==> config.mk <==
export PLATFORM = sky130hd
export DESIGN_NAME = key_buffer_reader
export DESIGN_NICKNAME = d
export VERILOG_FILES = /design/src/rtl/key_buffer_reader.sv
export SDC_FILE = /design/constraint.sdc
export NUM_CORES = 1
export LEC_CHECK = 0
export BUFFER_PORTS_ARGS = -buffer_cell sky130_fd_sc_hd__buf_4
export CORE_AREA = 2 2 235 237
export DETAILED_ROUTE_END_ITERATION = 7
export DIE_AREA = 0 0 237 239
export GPL_TIMING_DRIVEN = 0
export PLACE_DENSITY = 0.51
export SLEW_MARGIN = 40
export SYNTH_ARGS = -nofsm -noshare
export SYNTH_HDL_FRONTEND = slang
export SYNTH_SLANG_ARGS = --single-unit
==> constraint.sdc <==
create_clock -name i_clk -period 6.2 [get_ports i_clk]
set_input_delay 0.62 -clock i_clk [delete_from_list [all_inputs] [get_ports i_clk]]
set_output_delay 0.62 -clock i_clk [all_outputs]
set_load 0.005 [all_outputs]
==> src/rtl/key_buffer_reader.sv <==
// Drain side of the keypoint buffer: pops head entries, drops empty slots, hands kept keypoints to the matcher.
// Optional build macro KEY_DEPTH_FILTER_EN also drops entries that carry no depth (i_depth == 0).
module key_buffer_reader #(
    parameter int SIZE   = 10,
    parameter int MAX_KP = 10
) (
    input  logic         i_clk,
    input  logic         i_rst_n,
    input  logic         i_start,
    input  logic         i_buf_flag,
    input  logic [9:0]   i_coor_x,
    input  logic [9:0]   i_coor_y,
    input  logic [7:0]   i_score,
    input  logic [255:0] i_descriptor,
    input  logic [9:0]   i_depth,
    output logic         o_next,
    output logic         o_valid,
    input  logic         i_ready,
    output logic [9:0]   o_coor_x,
    output logic [9:0]   o_coor_y,
    output logic [7:0]   o_score,
    output logic [255:0] o_descriptor,
    output logic [9:0]   o_depth,
    output logic [9:0]   o_count,
    output logic         o_busy,
    output logic         o_done,
    output logic [1:0]   o_state
);

    // Handshake: a keypoint transfers on a clock edge where o_valid & i_ready; while o_valid is
    // high the o_* data never changes, and o_valid only drops after the transfer.

    localparam logic [9:0] SIZE_W   = 10'(SIZE);
    localparam logic [9:0] MAX_KP_W = 10'(MAX_KP);

    typedef enum logic [1:0] {
        S_IDLE = 2'd0,
        S_LOAD = 2'd1,
        S_OUT  = 2'd2,
        S_DONE = 2'd3
    } state_t;

    state_t       r_state;
    state_t       w_state_nxt;
    logic [9:0]   r_reads;
    logic [9:0]   r_count;
    logic         r_valid;
    logic [9:0]   r_coor_x;
    logic [9:0]   r_coor_y;
    logic [7:0]   r_score;
    logic [255:0] r_descriptor;
    logic [9:0]   r_depth;

    logic w_at_end;
    logic w_drop;
    logic w_next;
    logic w_capture;
    logic w_accept;
    logic w_last;

    assign w_at_end = !i_buf_flag || (r_reads == SIZE_W);

`ifdef KEY_DEPTH_FILTER_EN
    assign w_drop = (i_score == 8'd0) || (i_depth == 10'd0);
`else
    assign w_drop = (i_score == 8'd0);
`endif

    // Decided on the pre-increment count: this accept is the MAX_KP-th keypoint.
    assign w_last = ((r_count + 10'd1) == MAX_KP_W) || (r_reads == SIZE_W);

    always_comb begin
        w_state_nxt = r_state;
        w_next      = 1'b0;
        w_capture   = 1'b0;
        w_accept    = 1'b0;
        case (r_state)
            S_IDLE: begin
                if (i_start) begin
                    w_state_nxt = S_LOAD;
                end
            end
            S_LOAD: begin
                if (w_at_end) begin
                    w_state_nxt = S_DONE;
                end else begin
                    w_next = 1'b1;
                    if (!w_drop) begin
                        w_capture   = 1'b1;
                        w_state_nxt = S_OUT;
                    end
                end
            end
            S_OUT: begin
                if (i_ready) begin
                    w_accept    = 1'b1;
                    w_state_nxt = w_last ? S_DONE : S_LOAD;
                end
            end
            S_DONE: begin
                w_state_nxt = S_IDLE;
            end
            default: begin
                w_state_nxt = S_IDLE;
            end
        endcase
    end

    always_ff @(posedge i_clk or negedge i_rst_n) begin
        if (!i_rst_n) begin
            r_state <= S_IDLE;
        end else begin
            r_state <= w_state_nxt;
        end
    end

    always_ff @(posedge i_clk or negedge i_rst_n) begin
        if (!i_rst_n) begin
            r_reads <= 10'd0;
            r_count <= 10'd0;
        end else begin
            if ((r_state == S_IDLE) && i_start) begin
                r_reads <= 10'd0;
                r_count <= 10'd0;
            end
            if (w_next) begin
                r_reads <= r_reads + 10'd1;
            end
            if (w_accept) begin
                r_count <= r_count + 10'd1;
            end
        end
    end

    // The head is captured on the same edge it is popped, so OUT never waits on the buffer.
    always_ff @(posedge i_clk or negedge i_rst_n) begin
        if (!i_rst_n) begin
            r_valid      <= 1'b0;
            r_coor_x     <= 10'd0;
            r_coor_y     <= 10'd0;
            r_score      <= 8'd0;
            r_descriptor <= 256'd0;
            r_depth      <= 10'd0;
        end else begin
            if (w_capture) begin
                r_valid      <= 1'b1;
                r_coor_x     <= i_coor_x;
                r_coor_y     <= i_coor_y;
                r_score      <= i_score;
                r_descriptor <= i_descriptor;
                r_depth      <= i_depth;
            end else if (w_accept) begin
                r_valid <= 1'b0;
            end
        end
    end

    assign o_next       = w_next;
    assign o_valid      = r_valid;
    assign o_coor_x     = r_coor_x;
    assign o_coor_y     = r_coor_y;
    assign o_score      = r_score;
    assign o_descriptor = r_descriptor;
    assign o_depth      = r_depth;
    assign o_count      = r_count;
    assign o_busy       = (r_state != S_IDLE);
    assign o_done       = (r_state == S_DONE);
    assign o_state      = r_state;

endmodule

==> summary.md, run 1 <==
| Metric | Value |
|---|---|
| Cell-by-cell listing of the critical path | or4_4 -> o311ai_4 -> inv_4 -> buf_4 |
| Sequential power share | 38.5% |
| Total power per unit cell area | 490 nW/um2 |
| Number of buffers inserted by port buffering | 608 |
| First DRT Iteration DRCs | 228 |
| Ports | 609 |
| Master cell of the clock root buffer | sky130_fd_sc_hd__clkbuf_16 |
| Die X | 237 um |
| Area of the core region | 54300 um2 |
| Routing usage on met2 | 22.9% |
| Final critical delay including setup and external delays | 2830 ps |
| Total Negative Setup Slacks | 0 ps |
| Clock power frac | 23.9% |
| Clock tree from TritonCTS | done |
| RSZ-0062 raised after global routing | false |
| Number of antenna violations at the first check in global routing | 0 |
| Number of H-tree levels | 2 |
| Fmax | 353 MHz |
| Dominant cell by count in the synthesized netlist | sky130_fd_sc_hd__dfrtp_1 |
| Core utilization of the finished layout | 35.4% |
| Final-stage net count | 1729 |
| Proportion of synthesized chip area in sequential cells | 64.0% |
| Worst EP arrival | 2210 ps |
| Critical path buffer and inverter count | 2 |
| Met3 Track Usage GR | 5.60% |
| First-pass GRT wire length | 57600 um |
| Pin count of the biggest net entering global routing | 72 |
| Share of layout cells above drive strength 1 | 55.0% |
| Crit path max fanout | 9 |
| Worst-case headroom to the max-slew limit | 64.0% |
| Yosys top cell area share | 64.0% |
| Most area-hungry cell type in the Yosys netlist | sky130_fd_sc_hd__dfrtp_1 |
| Die H | 239 um |
| Clock-pin slew on the worst setup and hold paths | 60 ps |
| Post-route clock period utilization | 45.7% |
| Effective utilization at floorplan | 22.8% |
| Count of final max-slew check failures | 0 |
| Synth unique cells | 40 |
| Critical path capture point type | output port |
| Global placement routability congestion | 0.783 |
| Family with the most delay on the worst path | simple AND/OR/NAND/NOR gates |
| Worst-margin pin slew | 538 ps |
| Routed vias | 8777 |
| Synthesis-to-layout area growth | 55.1% |
| Max stage delay cell, worst path | sky130_fd_sc_hd__or4_4 |
| Antenna diode instance count | 0 |
| Clk Latency, worst-skew pair | 530 ps |
| Sink Count | 317 |
| Kind of start point of the critical path | flop |
| Commonest cells in the synthesized netlist | sky130_fd_sc_hd__dfrtp_1, sky130_fd_sc_hd__mux2_1, sky130_fd_sc_hd__mux2_2 |
| Most used flip-flop cell after synthesis | sky130_fd_sc_hd__dfrtp_1 |
| Flip-flop and latch count after synthesis | 317 |
| Maximum resistive drop on vdd | 0.242 mV |
| Setup slack of the most critical reg-to-reg path | 3590 ps |
| Result of the run | finished, final reports clean |
| Final Setup Violations | 0 |
| Wire length reported by the detailed router | 39000 um |
| Layer with the highest usage after global routing | met2 |
| Total congestion overflow after global routing | 0 |
| Count of TritonRoute iterations in the first routing pass | 4 |
| Net Sw Power | 2.77 mW |
| Floorplan die area | 56600 um2 |
| Number of rows created at floorplan | 86 |
| Proportion of total power due to net switching | 29.4% |
| Post-Synthesis Mean Instance Area | 16.0 um2 |
| Via-to-Cell Ratio | 4.07 |
| Count of endpoints failing hold in the final timing report | 0 |
| Post-synth EDFFs | 0 |
| Post-synthesis cell area | 12400 um2 |
| Global routing usage on met1 | 14.8% |
| Synthesized instance count | 773 |
| Biggest area contributors in the synthesized netlist | sky130_fd_sc_hd__dfrtp_1, sky130_fd_sc_hd__mux2_1, sky130_fd_sc_hd__mux2_2, sky130_fd_sc_hd__buf_6, sky130_fd_sc_hd__buf_8 |
| Total GRT Usage | 13.2% |
| HPWL Detailed | 30600 um |
| Part of the total power dissipated in combinational logic | 37.7% |
| Setup Crit Path Kind | reg2out |
| Residual DRC count | 0 |
| Leakage power summed over all cells | 9.19 nW |
| Vias in the first global route | 9332 |
| Wire length per cell after detailed routing | 18.1 um |
| Setup fix buffers added after clock tree synthesis | 0 |
| Total CTS buffers | 38 |
| Async S/R FF share, synth | 100% |
| Yosys warnings | 0 |
| Worst Path Required | 5580 ps |
| Biggest cell delay along the critical path | 590 ps |
| Maximum clock insertion buffer count | 3 |
| Internal power component | 6.65 mW |
| Number of maximum-capacitance violations | 0 |
| Antenna Nets Post-Route | 0 |
| Class of the most critical hold timing path | in2reg |
| Nets in the synthesized netlist | 1076 |
| Maximum clock skew at final layout | 7.61 ps |
==> sequential cells by signal, indices dropped and copies added, names as in the netlist <==
register	cells
o_coor_y	10
o_descriptor	256
o_valid	1
o_depth	10
o_state	2
r_reads	10
o_count	10
o_coor_x	10
o_score	8
==> layout make-up <==
type                    instances  area, um2
repair buffers                613       4690
fillers                      5398      35100
clock inverters                12        139
inverters                       7       28.8
flip-flops and latches        317       7930
plain buffers                  34        403
multi-input cells             415       4040
well taps                     704        881
clock buffers                  56       1120
==> final timing paths <==
path                                   from           endpoint  cells past startpoint
min in group asynchronous           i_rst_n  o_descriptor[165]                      2
hold / removal             i_descriptor[10]   o_descriptor[10]                      2
setup / recovery                 r_reads[4]             o_next                      4
max in group asynchronous           i_rst_n         r_reads[7]                      4
setup reg to reg                 r_reads[4]  o_descriptor[171]                      7
hold reg to reg                  r_reads[9]         r_reads[9]                      1
==> layout by cell type, fill, tap and decap left out, types with 3 or more instances in the layout <==
cell / synthesis / routed
sky130_fd_sc_hd__o31ai_1: 3 / 3
sky130_fd_sc_hd__clkbuf_16: 0 / 39
sky130_fd_sc_hd__buf_16: 0 / 4
sky130_fd_sc_hd__dfrtp_1: 317 / 317
sky130_fd_sc_hd__nand3_1: 8 / 8
sky130_fd_sc_hd__inv_1: 6 / 6
sky130_fd_sc_hd__nand2_1: 25 / 25
sky130_fd_sc_hd__nor3_1: 4 / 4
sky130_fd_sc_hd__o21ai_0: 25 / 25
sky130_fd_sc_hd__and3_1: 5 / 5
sky130_fd_sc_hd__xnor2_1: 3 / 3
sky130_fd_sc_hd__clkinv_2: 0 / 8
sky130_fd_sc_hd__mux2i_1: 4 / 4
sky130_fd_sc_hd__mux2_1: 203 / 203
sky130_fd_sc_hd__buf_8: 11 / 12
sky130_fd_sc_hd__xor2_1: 3 / 3
sky130_fd_sc_hd__bufinv_16: 0 / 3
sky130_fd_sc_hd__buf_4: 4 / 611
sky130_fd_sc_hd__buf_6: 16 / 16
sky130_fd_sc_hd__mux2_2: 90 / 90
sky130_fd_sc_hd__nor2_1: 11 / 11
sky130_fd_sc_hd__clkbuf_1: 2 / 11
sky130_fd_sc_hd__clkbuf_8: 0 / 8
sky130_fd_sc_hd__ha_1: 4 / 4
==> timing repair <==
| item | CTS | global route |
|---|---|---|
| resized for setup | 0 | 0 |
| endpoints found under the hold margin | 31 | 0 |
| hold buffers | 1 | 0 |
==> cell families after synthesis <==
family	count (synthesis)	share of synthesized area, %
flops	317	64.0
mux	297	26.9
simple gates	68	2.71
buf+inv	41	3.48
compound gates	40	2.05
xor+xnor	6	0.424
fa+ha+maj	4	0.404
==> layer usage <==
metal	up-vias	wire length [um]
met3	63	3870
met1	4315	14600
met5	-	0
li1	4035	-
met2	364	19600
met4	0	882
==> metrics by stage <==
stage	hold WS (ps)	power [mW]	area (um2)	setup slack, ps	std cells
after floorplan	324	4.95	12400	3920	773
after global placement	451	7.21	17800	1400	2085
after detailed placement	459	7.29	18000	3560	2089
after CTS	253	9.60	19200	3310	2158
after global routing	257	10.0	19200	3280	2158
final	298	9.42	19200	3370	2158
==> power groups by stage <==
| stage | combinational, mW | clock [mW] | sequential [mW] |
|---|---|---|---|
| global placement | 3.59 | 0 | 3.62 |
| global route | 3.83 | 2.41 | 3.76 |
| finish | 3.55 | 2.25 | 3.62 |
| CTS | 3.64 | 2.33 | 3.64 |
| floorplan | 1.27 | 0 | 3.68 |
| detailed placement | 3.63 | 0 | 3.65 |
==> worst register-to-register path, delay by kind of cell (launching register included) <==
kind	cells	cell delay, ps
AOI/OAI and AO/OA	1	370
buffers and inverters	3	550
DFF	1	430
muxes	1	340
and+or+nand+nor	2	790
(Power assumes the default switching activity.)
==> run 2: changes to the inputs <==
--- a/config.mk
+++ b/config.mk
@@ -6,11 +6,11 @@
 export NUM_CORES = 1
 export LEC_CHECK = 0
 export BUFFER_PORTS_ARGS = -buffer_cell sky130_fd_sc_hd__buf_4
-export CORE_AREA = 2 2 235 237
+export CORE_AREA = 2 2 234 236
 export DETAILED_ROUTE_END_ITERATION = 7
-export DIE_AREA = 0 0 237 239
+export DIE_AREA = 0 0 236 238
 export GPL_TIMING_DRIVEN = 0
-export PLACE_DENSITY = 0.51
+export PLACE_DENSITY = 0.53
 export SLEW_MARGIN = 40
 export SYNTH_ARGS = -nofsm -noshare
 export SYNTH_HDL_FRONTEND = slang
==> constraint.sdc (replaced) <==
create_clock -name i_clk -period 2.4 [get_ports i_clk]
set_input_delay 0.24 -clock i_clk [delete_from_list [all_inputs] [get_ports i_clk]]
set_output_delay 0.24 -clock i_clk [all_outputs]
set_load 0.005 [all_outputs]
==> summary.md, run 2 (same netlist as run 1, synthesis figures left out) <==
| Metric | Value |
|---|---|
| Result of the run | finished, final reports clean (unchanged) |
| Max stage delay cell, worst path | sky130_fd_sc_hd__or4_4 (unchanged) |
| Vias in the first global route | 11000 (was 9332) |
| Maximum clock skew at final layout | 11.1 ps (was 7.61 ps) |
| Number of maximum-capacitance violations | 0 (unchanged) |
| Ports | 609 (unchanged) |
| Antenna Nets Post-Route | 0 (unchanged) |
| Total CTS buffers | 37 (was 38) |
| Total power per unit cell area | 1130 nW/um2 (was 490 nW/um2) |
| Synthesis-to-layout area growth | 84.0% (was 55.1%) |
| Setup Crit Path Kind | reg2reg (was reg2out) |
| Sink Count | 317 (unchanged) |
| Routed vias | 10100 (was 8777) |
| Worst-case headroom to the max-slew limit | 48.2% (was 64.0%) |
| Max FFs per register | 256 (unchanged) |
| Most common cell after layout, fill and taps aside | sky130_fd_sc_hd__buf_4 (unchanged) |
| Global placement routability congestion | 0.781 (was 0.783) |
| Clk Latency, worst-skew pair | 530 ps (about the same) |
| First DRT Iteration DRCs | 239 (was 228) |
| Count of endpoints failing hold in the final timing report | 0 (unchanged) |
| Area of the core region | 53500 um2 (was 54300 um2) |
| Die X | 236 um (was 237 um) |
| Final Setup Violations | 0 (unchanged) |
| Wire length per cell after detailed routing | 17.7 um (was 18.1 um) |
| Share of layout cells above drive strength 1 | 51.0% (was 55.0%) |
| Floorplan die area | 56200 um2 (was 56600 um2) |
| Clock-pin slew on the worst setup and hold paths | 60 ps (about the same) |
| Final worst slack | 34.6 ps (was 3370 ps) |
| Number of buffers inserted by port buffering | 608 (unchanged) |
| First-pass GRT wire length | 64400 um (was 57600 um) |
| Clock tree from TritonCTS | done (unchanged) |
| Count of TritonRoute iterations in the first routing pass | 4 (unchanged) |
| Effective utilization at floorplan | 23.2% (was 22.8%) |
| Source of the critical timing path | r_reads[4] (unchanged) |
| Worst EP arrival | 2770 ps (was 2210 ps) |
| Wire length reported by the detailed router | 43600 um (was 39000 um) |
| Number of rows created at floorplan | 85 (was 86) |
| Total GRT Usage | 14.6% (was 13.2%) |
| Cell-by-cell listing of the critical path | or4_4 -> o311ai_4 -> inv_4 -> nand2_8 -> buf_12 -> buf_6 -> mux2_1 (was or4_4 -> o311ai_4 -> inv_4 -> buf_4) |
| Maximum clock insertion buffer count | 3 (unchanged) |
| Hold_sp | i_start (was i_descriptor[10]) |
| Critical path capture point type | flop (was output port) |
| Kind of start point of the critical path | flop (unchanged) |
| Design Area, Final | 22800 um2 (was 19200 um2) |
| Total congestion overflow after global routing | 0 (unchanged) |
| Biggest cell delay along the critical path | 570 ps (was 590 ps) |
| RSZ-0062 raised after global routing | true (was false) |
| Leakage power summed over all cells | 11.0 nW (was 9.19 nW) |
| Master cell of the clock root buffer | sky130_fd_sc_hd__clkbuf_16 (unchanged) |
| Residual DRC count | 0 (unchanged) |
| Number of antenna violations at the first check in global routing | 2 (was 0) |
| Number of H-tree levels | 2 (unchanged) |
| Final-stage net count | 2036 (was 1729) |
| Class of the most critical hold timing path | in2reg (unchanged) |
| Cell area reported after detailed placement | 17900 um2 (was 18000 um2) |
| Count of final max-slew check failures | 0 (unchanged) |
| Maximum resistive drop on vdd | 0.724 mV (was 0.242 mV) |
| Total power draw | 25.8 mW (was 9.42 mW) |
| Via-to-Cell Ratio | 4.11 (was 4.07) |
| Source of the worst register-to-register timing path | r_reads[4] (unchanged) |
| HPWL Detailed | 31000 um (was 30600 um) |
| Die H | 238 um (was 239 um) |
| Post-route clock period utilization | 98.6% |
| Worst-margin pin slew | 778 ps (was 538 ps) |
| Fmax | 423 MHz |
| Pin count of the biggest net entering global routing | 71 (was 72) |
| Post-route worst hold slack | 70.3 ps (was 298 ps) |
| Pre-CTS setup slack | -281 ps (was 3560 ps) |
| Commonest non-fill, non-tap cells in the layout | sky130_fd_sc_hd__buf_4, sky130_fd_sc_hd__dfrtp_1, sky130_fd_sc_hd__dlygate4sd3_1 (was sky130_fd_sc_hd__buf_4, sky130_fd_sc_hd__dfrtp_1, sky130_fd_sc_hd__mux2_1) |
| Worst Path Required | 2810 ps (was 5580 ps) |
| Crit path max fanout | 10 (was 9) |
| Final critical delay including setup and external delays | 2370 ps |
## run 2: worst max-delay path: cells and delay by family, from the launching register on
kind,cells,cell delay (ps)
AND/OR/NAND/NOR,2,740
buffers and inverters,3,460
AO/OA/AOI/OAI,1,290
flip-flops,1,400
multiplexers,1,340
## run 2: repair_timing
action | in CTS | in global routing
hold endpoints to repair | 342 | 0
hold buffers | 295 | 0
gates resized for setup | 9 | 117
setup endpoints to repair | 294 | 242
cloned | 1 | 5
setup buffers | 6 | 3
pin swaps | 1 | 0
## run 2: stage by stage
| stage | util [%] | std cells | TNS, ps |
|---|---|---|---|
| 6_report | 42.6 | 2457 | 0 |
| 5_1_grt | 42.6 | 2457 | -3930 |
| 4_1_cts | 41.5 | 2449 | 0 |
| 3_5_place_dp | 33.6 | 2081 | -58110 |
| 3_3_place_gp | 33.3 | 2077 | -666170 |
| 2_1_floorplan | - | 773 | 0 |
## run 2: metal layers
layer / track usage (%) / share of wire (%)
met1: 16.3 / 38
met2: 26.5 / 52
met3: 4.82 / 7.7
met4: 4.32 / 2.5
met5: 0 / 0.030
## run 2: area by class of cell
cell class                 instances  area [um2]
antenna                            1        2.50
buffer                            33         562
clock buffer                      58        1130
clock inverter                     8        47.5
fill                            4840       30700
inverter                           7        28.8
multi-input combinational        415        4360
sequential                       317        7930
tap                              696         871
timing repair buffer             922        7870
## run 2: worst paths after layout
| kind | end | slack (ps) | cells after the start |
|---|---|---|---|
| worst min register to register | r_reads[9] | 470 | 1 |
| worst max register to register | o_descriptor[98] | 30 | 7 |
| max in group asynchronous | r_reads[0] | 1020 | 4 |
| worst max-delay path | o_descriptor[98] | 30 | 7 |
| min in group asynchronous | o_descriptor[78] | 230 | 2 |
| worst min-delay path | o_state[0] | 70 | 3 |
## run 2: report_power, final
part / total (mW) / internal (mW) / switching (mW)
sequential: 9.47 / 7.97 / 1.51
clock: 5.46 / 3.23 / 2.24
combinational: 10.9 / 7.00 / 3.89
total: 25.8 / 18.2 / 7.63
==> run 3: changes to the inputs <==
--- a/config.mk
+++ b/config.mk
@@ -6,11 +6,13 @@
 export NUM_CORES = 1
 export LEC_CHECK = 0
 export BUFFER_PORTS_ARGS = -buffer_cell sky130_fd_sc_hd__buf_4
-export CORE_AREA = 2 2 234 236
+export CELL_PAD_IN_SITES_DETAIL_PLACEMENT = 0
+export CELL_PAD_IN_SITES_GLOBAL_PLACEMENT = 2
+export CORE_AREA = 2 2 238 240
 export DETAILED_ROUTE_END_ITERATION = 7
-export DIE_AREA = 0 0 236 238
+export DIE_AREA = 0 0 240 242
 export GPL_TIMING_DRIVEN = 0
-export PLACE_DENSITY = 0.53
+export PLACE_DENSITY_LB_ADDON = 0.1
 export SLEW_MARGIN = 40
 export SYNTH_ARGS = -nofsm -noshare
 export SYNTH_HDL_FRONTEND = slang
==> summary.md, run 3 (same netlist as run 1, synthesis figures left out) <==
| Metric | Value |
|---|---|
| Sink Count | 317 (unchanged) |
| Maximum clock skew at final layout | 11.0 ps (was 11.1 ps) |
| Routed vias | 10000 (was 10100) |
| First DRT Iteration DRCs | 230 (was 239) |
| Vias in the first global route | 11100 (was 11000) |
| Source of the worst register-to-register timing path | r_reads[5] (was r_reads[4]) |
| Class of the most critical hold timing path | in2reg (unchanged) |
| Post-route clock period utilization | 98.8% (was 98.6%) |
| Crit Reg-Reg Endpoint | o_descriptor[36] (was o_descriptor[98]) |
| Number of antenna violations at the first check in global routing | 4 (was 2) |
| Number of buffers inserted by port buffering | 608 (unchanged) |
| Worst-case headroom to the max-slew limit | 62.3% (was 48.2%) |
| Ports | 609 (unchanged) |
| Setup slack of the most critical reg-to-reg path | 30 ps (about the same) |
| Maximum clock insertion buffer count | 3 (unchanged) |
| Result of the run | finished, final reports clean (unchanged) |
| Residual DRC count | 0 (unchanged) |
| Clock tree from TritonCTS | done (unchanged) |
| Setup Crit Path Kind | reg2reg (unchanged) |
| Pin count of the biggest net entering global routing | 67 (was 71) |
| Die H | 242 um (was 238 um) |
| Commonest non-fill, non-tap cells in the layout | sky130_fd_sc_hd__buf_4, sky130_fd_sc_hd__dfrtp_1, sky130_fd_sc_hd__dlygate4sd3_1 (unchanged) |
| Clk Latency, worst-skew pair | 550 ps (was 530 ps) |
| Leakage power summed over all cells | 10.6 nW (was 11.0 nW) |
| Count of endpoints failing hold in the final timing report | 0 (unchanged) |
| Area of the core region | 55700 um2 (was 53500 um2) |
| Total power draw | 26.0 mW (was 25.8 mW) |
| Via-to-Cell Ratio | 3.97 (was 4.11) |
| Most common cell after layout, fill and taps aside | sky130_fd_sc_hd__buf_4 (unchanged) |
| Final critical delay including setup and external delays | 2370 ps (about the same) |
| First-pass GRT wire length | 70300 um (was 64400 um) |
| RSZ-0062 raised after global routing | true (unchanged) |
| Number of H-tree levels | 2 (unchanged) |
| Total congestion overflow after global routing | 0 (unchanged) |
| Cell depth of the worst hold path | 3 (unchanged) |
| Worst EP arrival | 2800 ps (was 2770 ps) |
| Worst Path Required | 2830 ps (was 2810 ps) |
| Pre-CTS setup slack | -235 ps (was -281 ps) |
| Worst setup endpoint | o_descriptor[36] (was o_descriptor[98]) |
| Share of layout cells above drive strength 1 | 46.4% (was 51.0%) |
| Clock-pin slew on the worst setup and hold paths | 50 ps (was 60 ps) |
| Source of the critical timing path | r_reads[5] (was r_reads[4]) |
| Total GRT Usage | 16.0% (was 14.6%) |
| Post-route worst hold slack | 91.3 ps (was 70.3 ps) |
| Maximum resistive drop on vdd | 0.618 mV (was 0.724 mV) |
| Floorplan die area | 58100 um2 (was 56200 um2) |
| Effective utilization at floorplan | 22.2% (was 23.2%) |
| Kind of start point of the critical path | flop (unchanged) |
| Critical path capture point type | flop (unchanged) |
| Wire length reported by the detailed router | 47300 um (was 43600 um) |
| Total power per unit cell area | 1140 nW/um2 (was 1130 nW/um2) |
| Total CTS buffers | 43 (was 37) |
| Crit path max fanout | 10 (unchanged) |
| Fmax | 422 MHz (was 423 MHz) |
| Count of final max-slew check failures | 0 (unchanged) |
| Global placement routability congestion | 0.791 (was 0.781) |
| Max FFs per register | 256 (unchanged) |
| Final-stage net count | 2038 (was 2036) |
| Antenna Nets Post-Route | 0 (unchanged) |
| Worst-margin pin slew | 563 ps (was 778 ps) |
| Master cell of the clock root buffer | sky130_fd_sc_hd__clkbuf_16 (unchanged) |
| Number of rows created at floorplan | 87 (was 85) |
| Count of TritonRoute iterations in the first routing pass | 6 (was 4) |
| Wire length per cell after detailed routing | 18.7 um (was 17.7 um) |
| Synthesis-to-layout area growth | 83.0% (was 84.0%) |
| Final Setup Violations | 0 (unchanged) |
| Die X | 240 um (was 236 um) |
| Path depth of the worst reg2reg path | 8 (was 7) |
| HPWL Detailed | 36000 um (was 31000 um) |
| Final worst slack | 27.8 ps (was 34.6 ps) |
| Number of maximum-capacitance violations | 0 (unchanged) |
-- run 3: cell count changes in the layout (fill, tap and decap cells not counted), sizes merged --
cell    before  now
bufinv       0    2
clkinv       7    4
clkbuf      64   72
diode        1    5
inv          8    7
-- run 3: through the flow --
stage | TNS (ps) | area (um2) | std cells | utilization (%)
6_report | 0 | 22700 | 2527 | 40.7
5_1_grt | -945 | 22700 | 2526 | 40.7
2_1_floorplan | 0 | 12400 | 773 | -
3_3_place_gp | -787800 | 17900 | 2137 | 32.1
4_1_cts | -103 | 22600 | 2521 | 40.5
3_5_place_dp | -47640 | 18000 | 2142 | 32.4
-- run 3: cell type report --
type / count / area (um2)
antenna: 5 / 12.5
buffer: 33 / 484
clock buffer: 70 / 1370
clock inverter: 6 / 83.8
fill: 5410 / 33100
inverter: 7 / 28.8
multi-input combinational: 415 / 4050
sequential: 317 / 7930
tap: 756 / 946
timing repair buffer: 918 / 7770
-- run 3: worst min path at each step --
stage                                  from  slack [ps]                 to
after detailed placement            i_rst_n         140   o_descriptor[20]
final                               i_start          90         o_state[0]
after floorplan                     i_rst_n         -60        o_coor_x[0]
after global routing                i_start          80         o_state[0]
after CTS                           i_start          50         o_state[0]
after global placement    i_descriptor[167]         450  o_descriptor[167]
-- run 3: what timing repair did --
item / 4_1_cts / 5_1_grt
buffers inserted: 7 / 2
gates cloned: 1 / 1
endpoints found under the hold margin: 487 / 0
setup endpoints to repair: 294 / 165
pin swaps: 1 / 0
hold buffers: 295 / 0
resized for setup: 9 / 15
-- run 3: where the power goes --
part | switching (mW) | internal [mW] | total (mW)
sequential | 1.35 | 7.96 | 9.31
combinational | 3.96 | 6.18 | 10.1
clock | 2.42 | 4.08 | 6.50
-- run 3: worst max-delay path: stages (launching register included) --
cell,delay (ps)
sky130_fd_sc_hd__dfrtp_1,410
sky130_fd_sc_hd__or4_4,570
sky130_fd_sc_hd__o311ai_4,290
sky130_fd_sc_hd__inv_4,100
sky130_fd_sc_hd__nand2_8,120
sky130_fd_sc_hd__buf_12,110
sky130_fd_sc_hd__buf_12,130
sky130_fd_sc_hd__buf_6,160
sky130_fd_sc_hd__mux2_1,340
-- run 3: routing by layer --
layer	vias to the layer above	GRT usage [%]	routed length (um)
li1	4678	-	-
met1	4918	18.1	18100
met2	371	27.9	23600
met3	74	5.62	4200
met4	0	5.44	1400
met5	-	0	0
